File: src/rtl/bf16_pkg.sv
// Shared BF16 constants, field slices and classification type for the BF16 blocks.
package bf16_pkg;

  localparam int BF16_BIAS = 127;
  localparam logic [14:0] BF16_ZERO_MAG = 15'h0000;
  localparam logic [14:0] BF16_INF_MAG  = 15'h7F80;

  localparam int BF16_SIGN_BIT = 15;
  localparam int BF16_EXP_MSB  = 14;
  localparam int BF16_EXP_LSB  = 7;
  localparam int BF16_FRAC_MSB = 6;
  localparam int BF16_FRAC_LSB = 0;
  localparam int BF16_MANT_W   = 8;

  typedef enum logic [1:0] {
    ZERO,
    DENORM,
    NORM,
    NAN
  } bf16_class_t;

endpackage

File: src/rtl/bf16_unpack.sv
// Combinational BF16 unpack: classifies the value and inserts the hidden mantissa bit.
module bf16_unpack
  import bf16_pkg::*;
(
  input  logic [15:0]            data,
  output logic                   sign,
  output logic [BF16_MANT_W-1:0] mant,
  output logic [7:0]             exp_eff,
  output bf16_class_t            cls
);

  logic [7:0] exp_field;

  always_comb begin
    exp_field = data[BF16_EXP_MSB:BF16_EXP_LSB];
    sign      = data[BF16_SIGN_BIT];
    mant      = {exp_field != 8'd0, data[BF16_FRAC_MSB:BF16_FRAC_LSB]};
    // Denormals share the scale of the smallest normal exponent.
    exp_eff   = (exp_field == 8'd0) ? 8'd1 : exp_field;
    if (data[14:0] == BF16_ZERO_MAG)
      cls = ZERO;
    else if (data[14:0] >= BF16_INF_MAG)
      cls = NAN;
    else if (exp_field == 8'd0)
      cls = DENORM;
    else
      cls = NORM;
  end

endmodule

File: src/rtl/bf16_to_fixed.sv
// Two-stage BF16 -> signed fixed-point decoder with valid/ready on both sides.
// Optional macro BF2FX_ROUND_NEAREST_EN: round-to-nearest-even on right shifts instead of truncation.
module bf16_to_fixed
  import bf16_pkg::*;
#(
  parameter int OUT_W     = 16,
  parameter int FRAC_BITS = 8,
  parameter int BIAS      = BF16_BIAS
) (
  input  logic             clk,
  input  logic             rst_n,
  input  logic             in_valid,
  output logic             in_ready,
  input  logic [15:0]      in_data,
  output logic             out_valid,
  input  logic             out_ready,
  output logic [OUT_W-1:0] out_data,
  output logic [1:0]       out_flags
);

  localparam int MAG_W = OUT_W + 8;
`ifdef BF2FX_ROUND_NEAREST_EN
  localparam bit ROUND_EN = 1'b1;
`else
  localparam bit ROUND_EN = 1'b0;
`endif

  localparam logic [OUT_W-1:0] MAX_VAL = {1'b0, {(OUT_W-1){1'b1}}};
  localparam logic [OUT_W-1:0] MIN_VAL = {1'b1, {(OUT_W-1){1'b0}}};
  localparam logic [MAG_W-1:0] POS_LIM = (MAG_W'(1) << (OUT_W-1)) - MAG_W'(1);
  localparam logic [MAG_W-1:0] NEG_LIM = MAG_W'(1) << (OUT_W-1);

  logic                   u_sign;
  logic [BF16_MANT_W-1:0] u_mant;
  logic [7:0]             u_exp;
  bf16_class_t            u_cls;
  logic signed [9:0]      shift_d;

  logic                   ready_en;
  logic                   s1_valid;
  logic                   s1_sign;
  logic [BF16_MANT_W-1:0] s1_m;
  logic signed [9:0]      s1_shift;
  bf16_class_t            s1_cls;
  logic                   s1_advance;
  logic                   s2_valid;

  logic [MAG_W-1:0]       mag;
  logic [MAG_W-1:0]       limit;
  logic [9:0]             rsh;
  logic [15:0]            ext;
  logic                   round_up;
  logic                   ovf;
  logic [OUT_W-1:0]       res_data;
  logic [1:0]             res_flags;

  bf16_unpack u_unpack (
    .data    (in_data),
    .sign    (u_sign),
    .mant    (u_mant),
    .exp_eff (u_exp),
    .cls     (u_cls)
  );

  assign shift_d    = 10'(int'(u_exp) - BIAS + FRAC_BITS - 7);
  assign s1_advance = !s2_valid || out_ready;
  // ready_en holds in_ready low until the first clock after reset release.
  assign in_ready   = ready_en && (!s1_valid || s1_advance);
  assign out_valid  = s2_valid;

  always_comb begin
    mag      = '0;
    ovf      = 1'b0;
    rsh      = 10'(-s1_shift);
    ext      = '0;
    round_up = 1'b0;
    limit    = s1_sign ? NEG_LIM : POS_LIM;
    if (!s1_shift[9]) begin
      if (s1_shift >= $signed(10'(OUT_W)))
        ovf = 1'b1;
      else
        mag = MAG_W'(s1_m) << s1_shift;
    end else begin
      // ext keeps the kept bits in [15:8], guard in [7] and sticky in [6:0].
      if (rsh < 10'd9)
        ext = {s1_m, 8'h00} >> rsh[3:0];
      round_up = ROUND_EN && ext[7] && ((|ext[6:0]) || ext[8]);
      mag      = MAG_W'(ext[15:8]) + MAG_W'(round_up);
    end
    if (mag > limit)
      ovf = 1'b1;

    res_data  = '0;
    res_flags = 2'b00;
    if (s1_cls == NAN) begin
      res_data  = s1_sign ? MIN_VAL : MAX_VAL;
      res_flags = 2'b10;
    end else if (s1_cls == ZERO) begin
      res_data  = '0;
    end else if (ovf) begin
      res_data  = s1_sign ? MIN_VAL : MAX_VAL;
      res_flags = 2'b01;
    end else if (mag != '0) begin
      res_data  = s1_sign ? -mag[OUT_W-1:0] : mag[OUT_W-1:0];
    end
  end

  always_ff @(posedge clk or negedge rst_n) begin
    if (!rst_n) begin
      ready_en  <= 1'b0;
      s1_valid  <= 1'b0;
      s1_sign   <= 1'b0;
      s1_m      <= '0;
      s1_shift  <= '0;
      s1_cls    <= ZERO;
      s2_valid  <= 1'b0;
      out_data  <= '0;
      out_flags <= 2'b00;
    end else begin
      ready_en <= 1'b1;
      if (in_ready) begin
        s1_valid <= in_valid;
        if (in_valid) begin
          s1_sign  <= u_sign;
          s1_m     <= u_mant;
          s1_shift <= shift_d;
          s1_cls   <= u_cls;
        end
      end
      if (s1_advance) begin
        s2_valid <= s1_valid;
        if (s1_valid) begin
          out_data  <= res_data;
          out_flags <= res_flags;
        end
      end
    end
  end

endmodule

File: config.mk
export PLATFORM = sky130hd
export DESIGN_NAME = bf16_to_fixed
export DESIGN_NICKNAME = d
export VERILOG_FILES = /design/src/rtl/bf16_pkg.sv /design/src/rtl/bf16_unpack.sv /design/src/rtl/bf16_to_fixed.sv
export SDC_FILE = /design/constraint.sdc
export NUM_CORES = 1
export LEC_CHECK = 0
export CORE_ASPECT_RATIO = 0.75
export CORE_UTILIZATION = 50
export CTS_CLUSTER_SIZE = 16
export DETAILED_ROUTE_END_ITERATION = 12
export DONT_BUFFER_PORTS = 1
export PLACE_DENSITY = 0.71
export SLEW_MARGIN = 5
export SYNTH_ARGS = -nofsm -noshare
export SYNTH_HDL_FRONTEND = slang
export SYNTH_SLANG_ARGS = --single-unit
export TNS_END_PERCENT = 30
File: constraint.sdc
create_clock -name clk -period 4.2 [get_ports clk]
set_input_delay 0.84 -clock clk [delete_from_list [all_inputs] [get_ports clk]]
set_output_delay 0.84 -clock clk [all_outputs]
set_load 0.005 [all_outputs]
=== After elaboration in Yosys (flattened, before gate mapping) ===
Cells that the tools add are included.

* Reductions and logical operators: 12
* Muxes and demuxes: 20
* Add/subtract/negate cells: 5
* Equality and inequality tests: 1
* Magnitude comparators: 4
* Shift-type cells: 2

{| class="wikitable"
|+ Operators by type and width
! operator !! number
|-
| $mux 16 || 8
|-
| $mux 24 || 2
|-
| $gt 24x16->1 || 1
|-
| $reduce_bool 24->1 || 1
|-
| $shl 8x10->24 || 1
|-
| $neg 16->16 || 1
|-
| $shr 16x4->16 || 1
|-
| $ge 15x15->1 const B || 1
|-
| $logic_not 15->1 || 1
|-
| $add 9x5->10 const B || 1
|-
| $ge 10x6->1 const B || 1
|-
| $lt 10x4->1 const B || 1
|-
| $neg 10->10 || 1
|-
| $sub 10x4->10 const B || 1
|-
| $sub 8x7->9 const B || 1
|-
| $logic_not 8->1 || 1
|-
| $mux 2 || 4
|-
| $mux 8 || 1
|-
| $reduce_bool 8->1 || 1
|-
| $mux 1 || 5
|-
| $reduce_and 2->1 || 2
|-
| $eq 2x2->1 const B || 1
|-
| $logic_not 1->1 || 2
|-
| $logic_not 2->1 || 1
|-
| 2 further kinds || 3
|}

* Logic and storage cells: 53
* Bits of input ports: 20
* Output and inout port bits: 20
* Flip-flop bits (word level): 42

=== Logic depth before layout (Yosys ltp) ===
* Depth in word-level cells: 10
* Mapped depth: 19

=== Hierarchy ===
From an unflattened synthesis, not the netlist that was laid out.

* Cells, all modules: 510
* Area total of the unflattened synthesis: 4421.7 µm²

{| class="wikitable"
|+ Modules (own cells, without submodules)
! module !! area an instance (µm²) !! times used !! cells an instance !! sequential area each (µm²)
|-
| bf16_to_fixed || 4266.6 || 1 || 485 || 1051.0
|-
| bf16_unpack || 155.1 || 1 || 25 || 0.0
|}

=== Least setup slack after synthesis ===
OpenSTA, ideal clock, no wires.

* Path type: flip-flop to flip-flop
* Start: reg s1_shift[0]
* End: reg out_data[5]
* Buffers on the path: 4
* Path slack: -231 ps
* Stages on the path, launching flop included: 19
* Period minus slack after synthesis: 4431 ps
* Arrival time: 4301 ps
* Data required time: 4070 ps
* Cell sequence: dfrtp_1 buf_6 buf_2 inv_1 ha_1 clkbuf_1 buf_2 mux2i_1 mux4_2 o32ai_1 ha_1 nor2b_1 o211ai_1 a221o_1 a2111oi_0 nor3_1 a21oi_1 a211oi_4 nor2_1

* Longest elaborated chain between the ends: 10

{| class="wikitable"
|+ Ends and longest elaborated chain
! what !! RTL line !! source
|-
| start, declared || bf16_to_fixed.sv:43 || <nowiki>logic signed [9:0] s1_shift;</nowiki>
|-
| start signal, assigned || bf16_to_fixed.sv:126 || <nowiki>s1_shift <= shift_d;</nowiki>
|-
| $neg 10->10 || bf16_to_fixed.sv:74 || <nowiki>rsh = 10'(-s1_shift);</nowiki>
|-
| $lt 10x4->1 / $shr 16x4->16 (equally long branches) || bf16_to_fixed.sv:85, bf16_to_fixed.sv:86 ||
|-
| $mux 16 || bf16_to_fixed.sv:85 || <nowiki>if (rsh < 10'd9)</nowiki>
|-
| $mux 24 || bf16_to_fixed.sv:78 || <nowiki>if (!s1_shift[9]) begin</nowiki>
|-
| $neg 16->16 || bf16_to_fixed.sv:104 || <nowiki>res_data = s1_sign ? -mag[OUT_W-1:0] : mag[OUT_W-1:0];</nowiki>
|-
| $mux 16 || bf16_to_fixed.sv:104 ||
|-
| $mux 16 || bf16_to_fixed.sv:103 || <nowiki>end else if (mag != '0) begin</nowiki>
|-
| $mux 16 * || bf16_to_fixed.sv:100 || <nowiki>end else if (ovf) begin</nowiki>
|-
| $mux 16 * || bf16_to_fixed.sv:98 || <nowiki>end else if (s1_cls == ZERO) begin</nowiki>
|-
| $mux 16 * || bf16_to_fixed.sv:95 || <nowiki>if (s1_cls == NAN) begin</nowiki>
|-
| end signal, assigned || bf16_to_fixed.sv:133 || <nowiki>out_data <= res_data;</nowiki>
|-
| end, declared || bf16_to_fixed.sv:17 || <nowiki>output logic [OUT_W-1:0] out_data,</nowiki>
|}

Mark *: on every way between the ends. The rest lies on a longest branch, timed or not.
A chain may end at the register's enable or synchronous reset.

=== Worst setup path after layout ===
* Start: reg s1_shift[0]
* End: reg out_data[9]

Same word-level chain as after synthesis.

==> flow_metrics.tcl <==
set metrics [dict create \
    status "finished clean" \
    viasPerCell 6.529 \
    numCtsBuffers 5 \
    p_total_mw 1.761 \
    path_max_fanout 31 \
    die_area_um2 8242 \
    avgSynthCellArea_um2 8.260 \
    cp.required_ns 4.37 \
    synth_compound_area_frac 0.2236 \
    synth-simple-area-share 0.2455 \
    clk_path_buf_depth 2 \
    cap_violations 0 \
    finalSetupViolations 0 \
    clkTransAtPathRegs_ns 0.09 \
    synth.area.top_cells "dfrtp_1, nand2_1, ha_1" \
    gp_congestion 0.9859 \
    min_period_ns 3.988 \
    report.final.slew_viol_count 0 \
    critPathArrivalTime_ns 4.16 \
    cp_slowest_cell "or4b_1" \
    dpl.hpwl_um 8281 \
    h-tree-depth 2 \
    criticalPathCategory "flip-flop to flip-flop" \
    synth_xor_xnor_area_share 0.05081 \
    tightest_slew_ns 0.7121 \
    fin_util 0.5727 \
    synth_area_leader_cell "dfrtp_1" \
    pre_cts_ws_ns 0.06521 \
    max_stage_delay_ns 0.67 \
    vdd_drop_max_uv 188.5 \
    core_um2 7500 \
    synth_ff_type "dfrtp_1" \
    ys_async_sr_fraction 1.000 \
    wl_per_cell_um 18.58 \
    fin_ws_ns 0.2116 \
    die_x_um 104.5 \
    placed_area_um2 4130 \
    drc 0 \
    cts_root_buffer "clkbuf_8" \
    worstRegToRegCells 10 \
    tns_ns 0 \
    antennaDiodeCount 0 \
    setup.worst_path.start_class "flip-flop" \
    clk_latency_ns 0.30 \
    layout_common_cells "nand2_1, dfrtp_1, nor2_1" \
    power.density_nw_per_um2 409.9 \
    vias 3800 \
    firstDrtPassIters 5 \
    grt_max_degree 43 \
    ctsHoldBuffers 0 \
    synth_top_family_by_area "simple AND/OR/NAND/NOR gates" \
    cts_sinks 42 \
    fin_worst_skew_ns 0.007426 \
    synth.cell_area_um2 3940 \
    ys_ff_latch 42 \
    numPortBuffers 0 \
    leakagePower_nw 1.771 \
    nets 519 \
    end_kind "flip-flop" \
    synth_edf_count 0 \
    synthAdderAreaFrac 0.06288 \
    fmax_mhz 250.7 \
    synth_cell_types 76 \
    yosysWarningCount 0 \
    cp_cell_sequence "buf_6 > buf_4 > mux4_2 > and2_1 > o31a_1 > a211o_1 > or3_4 > or4b_1 > a211oi_4 > a211oi_1" \
    cts_tree "built" \
    finalHoldViolations 0 \
    drtIter0Drc 434 \
    drtAntennaViolNets 0 \
    totalWireLength_um 10820 \
    synth_nets 516 \
    maxSlewHeadroom 0.5203 \
    start_util 0.5254 \
    syn2layout_area_growth_pct 9.019 \
    drive_gt1_frac 0.1497 \
    muxShareOfSynthArea 0.1013 \
    fp.dieH_um 78.88 \
    mostFrequentLayoutCell "nand2_1" \
    grt_pass1_wl_um 17960 \
    antenna_found_initial 0 \
    final_area_um2 4295 \
    grt_pass1_vias 3571 \
    synth_top_area_share 0.2668 \
    io_pins 40 \
    fin_crit_sh 0.9496 \
    overflow 0 \
    ys_seq_area_frac 0.2668 \
    n_fill_cell 674 \
    r2r_slack_ns 0.21 \
    grt_usage 0.2769 \
    row_count 27 \
    synth_cells 477 \
    hold_path_class "input pin to async pin" \
]
==> layer usage <==
layer / part of all wire / track usage
met4: 0.012 / 0.07000
met2: 0.43 / 0.4086
met1: 0.47 / 0.4073
met5: 0 / 0
met3: 0.094 / 0.06076
==> Yosys cell counts (all sizes together), types with 3 or more instances <==
library cell  count
xnor2            15
clkbuf           20
ha               19
or2               4
nand4            11
nand3b            3
inv              14
o2111ai           4
o211ai            4
xor2              7
a31oi             7
buf              11
nand3             8
dfrtp            42
or3               4
o21ai            27
a21o              3
and2              8
o21a              8
nand2            65
nor4              7
o41ai             3
a211oi           10
o31ai             3
a21boi            4
o22a              3
o22ai             9
mux2i            14
mux4              7
nor2             39
mux2              9
nor2b             5
nor3             12
a21oi            15
nand2b            9
==> critical path, delay by kind of cell, from the launching register on <==
kind | cells | cell delay [ns]
flip-flops | 1 | 0.37
AND/OR/NAND/NOR | 3 | 1.29
multiplexers | 1 | 0.57
buffers and inverters | 2 | 0.52
AO/OA/AOI/OAI | 4 | 1.10
==> what timing repair did <==
item / 4_1_cts / 5_1_grt
setup endpoints to repair: 0 / 16
resized for setup: 0 / 13
hold endpoints to repair: 0 / 0
setup buffers: 0 / 2
==> sequential cells by signal, summed over array words and instances (netlist names) <==
name,count
s1_shift,10
ready_en,1
out_data,16
s1_sign,1
out_flags,2
s1_m,8
out_valid,1
s1_cls,2
s1_valid,1
==> cell type report <==
class / instances / area (um^2) / area share
clock buffers: 5 / 68.82 / 0.01602
clock inverters: 3 / 23.77 / 0.005535
inverters: 14 / 52.55 / 0.01223
multi-input cells: 390 / 2765 / 0.6438
flip-flops and latches: 42 / 1052 / 0.2450
well taps: 101 / 126.4 / 0.02942
repair buffers: 27 / 206.4 / 0.04806
==> where the power goes <==
part | total (mW) | leakage (nW) | switching, mW | internal, mW
clock network | 0.278 | 0.0408 | 0.159 | 0.119
registers | 0.641 | 0.500 | 0.129 | 0.512
logic | 0.842 | 1.23 | 0.465 | 0.377
==> through the flow <==
step | hold slack, ns | std cells
3_3_place_gp | 0.4894 | 572
2_1_floorplan | 0.4631 | 477
4_1_cts | 0.2157 | 580
5_1_grt | 0.2038 | 582
6_report | 0.2200 | 582
3_5_place_dp | 0.5045 | 572
==> cells by family (layout without fill, tap and decap cells) <==
kind of cell | Yosys count | in the layout
AND/OR/NAND/NOR | 192 | 192
multiplexers | 30 | 30
AO/OA/AOI/OAI | 125 | 125
XOR/XNOR | 22 | 22
buffers and inverters | 45 | 49
flip-flops | 42 | 42
other | 1 | 1
adder cells (fa/ha/maj) | 20 | 20
==> path summary, 6_finish.rpt <==
| check | endpoint | startpoint |
|---|---|---|
| setup / recovery | out_data[9] | s1_shift[0] |
| hold / removal | s1_shift[0] | rst_n |
| setup reg to reg | out_data[9] | s1_shift[0] |
| hold reg to reg | out_valid | s1_valid |
| max in group asynchronous | out_data[7] | rst_n |
| min in group clk | out_valid | s1_valid |
Note: power is estimated with default switching activity, not from simulation.
